[src/rtl/eth_pkg.sv]
// Shared RMII receive definitions: FSM states, framing constants and the
// helper that places header dibits into a 48-bit destination MAC.
package eth_pkg;

  typedef enum logic [2:0] {
    StWaitIdle,
    StIdle,
    StPreamble,
    StHeader,
    StPayload,
    StDrop
  } rx_state_e;

  localparam logic [1:0]  PREAMBLE_DIBIT = 2'b01;
  localparam logic [1:0]  SFD_DIBIT      = 2'b11;
  localparam int unsigned HEADER_DIBITS  = 56;
  localparam int unsigned MAC_DIBITS     = 24;
  localparam int unsigned FCS_DIBITS     = 16;
  localparam logic [47:0] BROADCAST_MAC  = 48'hFFFF_FFFF_FFFF;

  // Bit offset of header dibit k: bytes arrive MSB byte first, dibits LSB first.
  function automatic logic [5:0] mac_dibit_pos(input logic [4:0] k);
    return 6'd40 - {k[4:2], 3'b000} + {3'b000, k[1:0], 1'b0};
  endfunction

endpackage

[src/rtl/dibit_fcs_delay.sv]
// Holds the last 16 payload dibits back as the FCS window; each byte that
// leaves the window is re-emitted MSB dibit first on four consecutive cycles.
module dibit_fcs_delay
  import eth_pkg::*;
(
  input  logic       clk_i,
  input  logic       rst_i,
  input  logic       push_i,
  input  logic       flush_i,
  input  logic       end_i,
  input  logic [1:0] dibit_i,
  output logic       valid_o,
  output logic [1:0] dibit_o,
  output logic       done_o
);

  localparam int unsigned LineW = 2 * FCS_DIBITS;

  logic [LineW-1:0] line_q, line_d;
  logic [4:0]       fill_q, fill_d;
  logic [1:0]       phase_q, phase_d;
  logic [5:0]       hold_q, hold_d;
  logic [5:0]       out_q, out_d;
  logic [1:0]       left_q, left_d;
  logic             valid_q, valid_d;
  logic [1:0]       dibit_q, dibit_d;
  logic             done_q, done_d;

  logic       full;
  logic       load;
  logic [1:0] oldest;

  assign oldest = line_q[LineW-1 -: 2];
  assign full   = (fill_q == 5'(FCS_DIBITS));
  // The dibit leaving a full window is confirmed; the fourth of a byte completes it.
  assign load   = push_i && full && (phase_q == 2'd3);

  always_comb begin
    line_d  = line_q;
    fill_d  = fill_q;
    phase_d = phase_q;
    hold_d  = hold_q;
    if (flush_i || end_i) begin
      line_d  = '0;
      fill_d  = '0;
      phase_d = '0;
      hold_d  = '0;
    end else if (push_i) begin
      line_d = {line_q[LineW-3:0], dibit_i};
      if (!full) begin
        fill_d = fill_q + 5'd1;
      end else begin
        phase_d = phase_q + 2'd1;
        if (phase_q != 2'd3) begin
          hold_d[{phase_q, 1'b0} +: 2] = oldest;
        end
      end
    end
  end

  always_comb begin
    valid_d = valid_q;
    dibit_d = dibit_q;
    out_d   = out_q;
    left_d  = left_q;
    done_d  = 1'b0;
    if (load) begin
      valid_d = 1'b1;
      dibit_d = oldest;
      out_d   = hold_q;
      left_d  = 2'd3;
    end else if (valid_q && (left_q != 2'd0)) begin
      dibit_d = out_q[5:4];
      out_d   = {out_q[3:0], 2'b00};
      left_d  = left_q - 2'd1;
    end else if (valid_q) begin
      valid_d = 1'b0;
      dibit_d = 2'b00;
      done_d  = 1'b1;
    end
  end

  always_ff @(posedge clk_i) begin
    if (rst_i) begin
      line_q  <= '0;
      fill_q  <= '0;
      phase_q <= '0;
      hold_q  <= '0;
      out_q   <= '0;
      left_q  <= '0;
      valid_q <= 1'b0;
      dibit_q <= 2'b00;
      done_q  <= 1'b0;
    end else begin
      line_q  <= line_d;
      fill_q  <= fill_d;
      phase_q <= phase_d;
      hold_q  <= hold_d;
      out_q   <= out_d;
      left_q  <= left_d;
      valid_q <= valid_d;
      dibit_q <= dibit_d;
      done_q  <= done_d;
    end
  end

  assign valid_o = valid_q;
  assign dibit_o = dibit_q;
  assign done_o  = done_q;

endmodule

[src/rtl/rmii_payload_extractor.sv]
// RMII receive front end: preamble/SFD lock, header strip, FCS strip, dibit reorder.
// Destination filtering is built only when MAC_FILTER_EN is defined.
module rmii_payload_extractor
  import eth_pkg::*;
#(
  parameter logic [47:0] MAC_ADDR = 48'h02_00_00_00_00_01
) (
  input  logic       clk,
  input  logic       rst,
  input  logic       crsdv,
  input  logic [1:0] rxd,
  output logic       axiov,
  output logic [1:0] axiod,
  output logic       frame_done,
  output logic       mac_drop
);

  rx_state_e  state_q, state_d;
  logic [5:0] hdr_cnt_q, hdr_cnt_d;
  logic       push;
  logic       flush;
  logic       frame_end;
  logic       reject;

`ifdef MAC_FILTER_EN
  logic [47:0] dest_q, dest_d;
  logic        mac_drop_q;
  logic        at_last_mac;

  assign at_last_mac = (state_q == StHeader) && crsdv && (hdr_cnt_q == 6'(MAC_DIBITS - 1));

  always_comb begin
    dest_d = dest_q;
    if ((state_q == StHeader) && crsdv && (hdr_cnt_q < 6'(MAC_DIBITS))) begin
      dest_d[mac_dibit_pos(hdr_cnt_q[4:0]) +: 2] = rxd;
    end
  end

  // Compare includes the dibit being sampled now, so the decision lands on dibit 23.
  assign reject = at_last_mac && (dest_d != MAC_ADDR) && (dest_d != BROADCAST_MAC);

  always_ff @(posedge clk) begin
    if (rst) begin
      dest_q     <= '0;
      mac_drop_q <= 1'b0;
    end else begin
      dest_q     <= dest_d;
      mac_drop_q <= reject;
    end
  end

  assign mac_drop = mac_drop_q;
`else
  assign reject   = 1'b0;
  assign mac_drop = 1'b0;
`endif

  always_comb begin
    state_d   = state_q;
    hdr_cnt_d = hdr_cnt_q;
    push      = 1'b0;
    flush     = 1'b0;
    frame_end = 1'b0;
    unique case (state_q)
      StWaitIdle: begin
        if (!crsdv) state_d = StIdle;
      end
      StIdle: begin
        if (crsdv) state_d = (rxd == PREAMBLE_DIBIT) ? StPreamble : StDrop;
      end
      StPreamble: begin
        if (!crsdv) begin
          state_d = StIdle;
        end else if (rxd == SFD_DIBIT) begin
          state_d   = StHeader;
          hdr_cnt_d = '0;
          flush     = 1'b1;
        end else if (rxd != PREAMBLE_DIBIT) begin
          state_d = StDrop;
        end
      end
      StHeader: begin
        if (!crsdv) begin
          state_d = StIdle;
        end else if (reject) begin
          state_d = StDrop;
        end else if (hdr_cnt_q == 6'(HEADER_DIBITS - 1)) begin
          state_d   = StPayload;
          hdr_cnt_d = '0;
        end else begin
          hdr_cnt_d = hdr_cnt_q + 6'd1;
        end
      end
      StPayload: begin
        if (crsdv) begin
          push = 1'b1;
        end else begin
          frame_end = 1'b1;
          state_d   = StIdle;
        end
      end
      StDrop: begin
        if (!crsdv) state_d = StIdle;
      end
      default: state_d = StWaitIdle;
    endcase
  end

  always_ff @(posedge clk) begin
    if (rst) begin
      state_q   <= StWaitIdle;
      hdr_cnt_q <= '0;
    end else begin
      state_q   <= state_d;
      hdr_cnt_q <= hdr_cnt_d;
    end
  end

  dibit_fcs_delay u_fcs_delay (
    .clk_i   (clk),
    .rst_i   (rst),
    .push_i  (push),
    .flush_i (flush),
    .end_i   (frame_end),
    .dibit_i (rxd),
    .valid_o (axiov),
    .dibit_o (axiod),
    .done_o  (frame_done)
  );

endmodule

[config.mk]
export PLATFORM = sky130hd
export DESIGN_NAME = rmii_payload_extractor
export DESIGN_NICKNAME = d
export VERILOG_FILES = /design/src/rtl/eth_pkg.sv /design/src/rtl/dibit_fcs_delay.sv /design/src/rtl/rmii_payload_extractor.sv
export SDC_FILE = /design/constraint.sdc
export NUM_CORES = 1
export LEC_CHECK = 0
export ABC_CLOCK_PERIOD_IN_PS = 5400
export CAP_MARGIN = 10
export CORE_MARGIN = 3
export CORE_UTILIZATION = 63
export DETAILED_ROUTE_END_ITERATION = 16
export PLACE_DENSITY = 0.82
export SYNTH_ARGS = -nofsm -noshare
export SYNTH_HDL_FRONTEND = slang
export SYNTH_HIERARCHICAL = 1
export SYNTH_SLANG_ARGS = --single-unit
[constraint.sdc]
create_clock -name clk -period 5.4 [get_ports clk]
set_input_delay 0.81 -clock clk [delete_from_list [all_inputs] [get_ports clk]]
set_output_delay 0.81 -clock clk [all_outputs]
set_load 0.005 [all_outputs]
==> flow_metrics.env <==
export IMPL_die_area_um2=5660
export IMPL_tightest_slew_ns=0.661
export IMPL_vias=2235
export IMPL_fin_total_pwr_w=0.00116
export IMPL_synthDistinctLibCells=48
export IMPL_rsz0062_at_grt="false"
export IMPL_layout_cells_non_filler=380
export IMPL_drc=0
export IMPL_rows=24
export IMPL_tns_ns=0
export IMPL_grt_start_max_net_pins=46
export IMPL_die_h_um=75.2
export IMPL_synth_flop_cell="dfxtp_1"
export IMPL_slew_violations=0
export IMPL_coreArea_um2=4500
export IMPL_fmax_mhz=308
export IMPL_grt_pass1_vias=2055
export IMPL_hold_buffers=0
export IMPL_arrival_ns=3.47
export IMPL_yosysSeqAreaShare_pct=43.8
export IMPL_cp_required_ns=5.63
export IMPL_synth_area_top_cells="dfxtp_1 (44%), mux2i_1 (13%), nor2_1 (5.0%)"
export IMPL_cts_setup_buffers=0
export IMPL_finalHoldViolCount=0
export IMPL_wl_per_cell_um=13.6
export IMPL_synth_edff_count=0
export IMPL_cp_max_fo=45
export IMPL_skew_ns=0.00703
export IMPL_synth_net_count=338
export IMPL_drv_cap=0
export IMPL_relSlewSlack_pct=55.9
export IMPL_die_w_um=75.2
export IMPL_grt_use_total_pct=20.0
export IMPL_gp_congestion=0.764
export IMPL_io_pins=10
export IMPL_clk_latency_ns=0.33
export IMPL_clkTransAtPathRegs_ns=0.07
export IMPL_fin_crit_sh_pct=60.1
export IMPL_crit_path_end_kind="flip-flop"
export IMPL_fin_crit_ns=3.24
export IMPL_syn_inst=324
export IMPL_syn_to_final_growth_pct=9.37
export IMPL_syn_area_um2=3020
export IMPL_syn_avg_cell_area_um2=9.32
export IMPL_cts_buffer_depth=2
export IMPL_powerDensity_nw_per_um2=350
export IMPL_n_antenna_cell=0
export IMPL_fin_util_pct=73.3
export IMPL_worst_ir_drop_vdd_uv=279
export IMPL_viasPerCell=5.88
export IMPL_drt_iter0_markers=137
export IMPL_synth_seq_cells=66
export IMPL_cts_buffers=9
export IMPL_cts_resized=0
export IMPL_synthDominantCellAreaShare_pct=43.8
export IMPL_min_path_type="flip-flop to flip-flop"
export IMPL_nets=337
export IMPL_grt_pass1_wl_um=8800
export IMPL_antenna_found_initial=0
export IMPL_drive_gt1_share_pct=7.32
export IMPL_place_area_um2=3060
export IMPL_initial_utilization_pct=67.0
export IMPL_cp_start_kind="input pin"
export IMPL_firstDrtPassIters=4
export IMPL_p_leak_nw=1.15
export IMPL_outcome="finished clean"
export IMPL_tritoncts="done"
export IMPL_crit_type="input pin to flip-flop"
export IMPL_drt_wl_total_um=5180
export IMPL_dp_cells=364
export IMPL_grt_overflow=0
export IMPL_dpl_hpwl_um=3310
export IMPL_async_flop_share_pct=0
export IMPL_numPortBuffers=8
export IMPL_layout_commonest_cell="dfxtp_1"
export IMPL_final_area_um2=3300
export IMPL_detail_route_antenna_nets=0
export IMPL_mostFrequentLayoutCells="dfxtp_1 (66), nor2_1 (40), mux2i_1 (40), a21oi_1 (27), nand2_1 (16)"
export IMPL_cts_sinks=66
export IMPL_htreeDepth=3
export IMPL_synth_top_area_cell="dfxtp_1"
export IMPL_root_buffer="clkbuf_8"
export IMPL_setup_viol=0
export IMPL_ys_warn_count=6
==> through the flow <==
stage	hold WS (ns)	setup slack, ns
final	0.448	2.16
after CTS	0.451	2.18
after global placement	0.442	1.87
after global routing	0.472	2.04
after detailed placement	0.445	1.82
after floorplan	0.425	3.19
==> state kept, by name (all words and copies together) (netlist names) <==
signal,count
hdr_cnt_q,6
state_q,3
u_fcs_delay/dibit_o,2
u_fcs_delay/done_o,1
u_fcs_delay/fill_q,5
u_fcs_delay/hold_q,6
u_fcs_delay/left_q,2
u_fcs_delay/line_q,32
u_fcs_delay/out_q,6
u_fcs_delay/phase_q,2
u_fcs_delay/valid_o,1
==> cell usage after synthesis, types with 5 or more instances <==
master,number
a21oi_1,27
buf_2,6
clkbuf_1,8
dfxtp_1,66
ha_1,9
inv_1,10
mux2i_1,40
nand2_1,16
nand3_1,5
nand4_1,6
nand4b_1,6
nor2_1,40
o21ai_0,14
o31ai_1,7
or3_1,6
==> layout make-up <==
class                   instances  area (um^2)
flip-flops and latches         66         1320
multi-input cells             226         1550
clock buffers                  12          165
inverters                      10         37.5
well taps                      52         65.1
clock inverters                 4         72.6
repair buffers                 10         95.1
fillers                       347         1200
==> final timing paths <==
| kind | start | depth (start not counted) | end | slack [ns] |
|---|---|---|---|---|
| worst max-delay path | crsdv | 7 | u_fcs_delay/done_o | 2.16 |
| worst min-delay path | u_fcs_delay/hold_q[1] | 2 | u_fcs_delay/out_q[1] | 0.45 |
| worst max register to register | state_q[1] | 6 | u_fcs_delay/done_o | 2.85 |
| worst min register to register | u_fcs_delay/hold_q[1] | 2 | u_fcs_delay/out_q[1] | 0.45 |
==> where the power goes <==
group	switching, W	internal (W)
combinational	0.0000795	0.0000649
clock	0.000178	0.000297
sequential	0.0000367	0.000499
==> worst max-delay path, stage by stage <==
cell and delay, ns:
clkdlybuf4s50_1 0.65, nor2b_4 0.21, and3b_2 0.17, buf_4 0.50
nand3_1 0.39, or2_2 0.49, and4_1 0.23
==> routing by layer <==
layer,wire (um),share of wire [%],track usage [%]
met2,2480,48,34.2
met4,55,1.1,6.02
met1,2430,47,23.4
met3,215,4.1,7.21
met5,0,0,0
==> cell families after synthesis <==
family	Yosys count	share of synthesized area, %
simple gates	110	20.4
flops	66	43.8
compound gates	62	12.4
mux	40	13.3
buf+inv	32	5.10
fa+ha+maj	9	3.73
xor+xnor	4	1.16
other cells	1	0.124
Power figures use the tool's default switching activity.
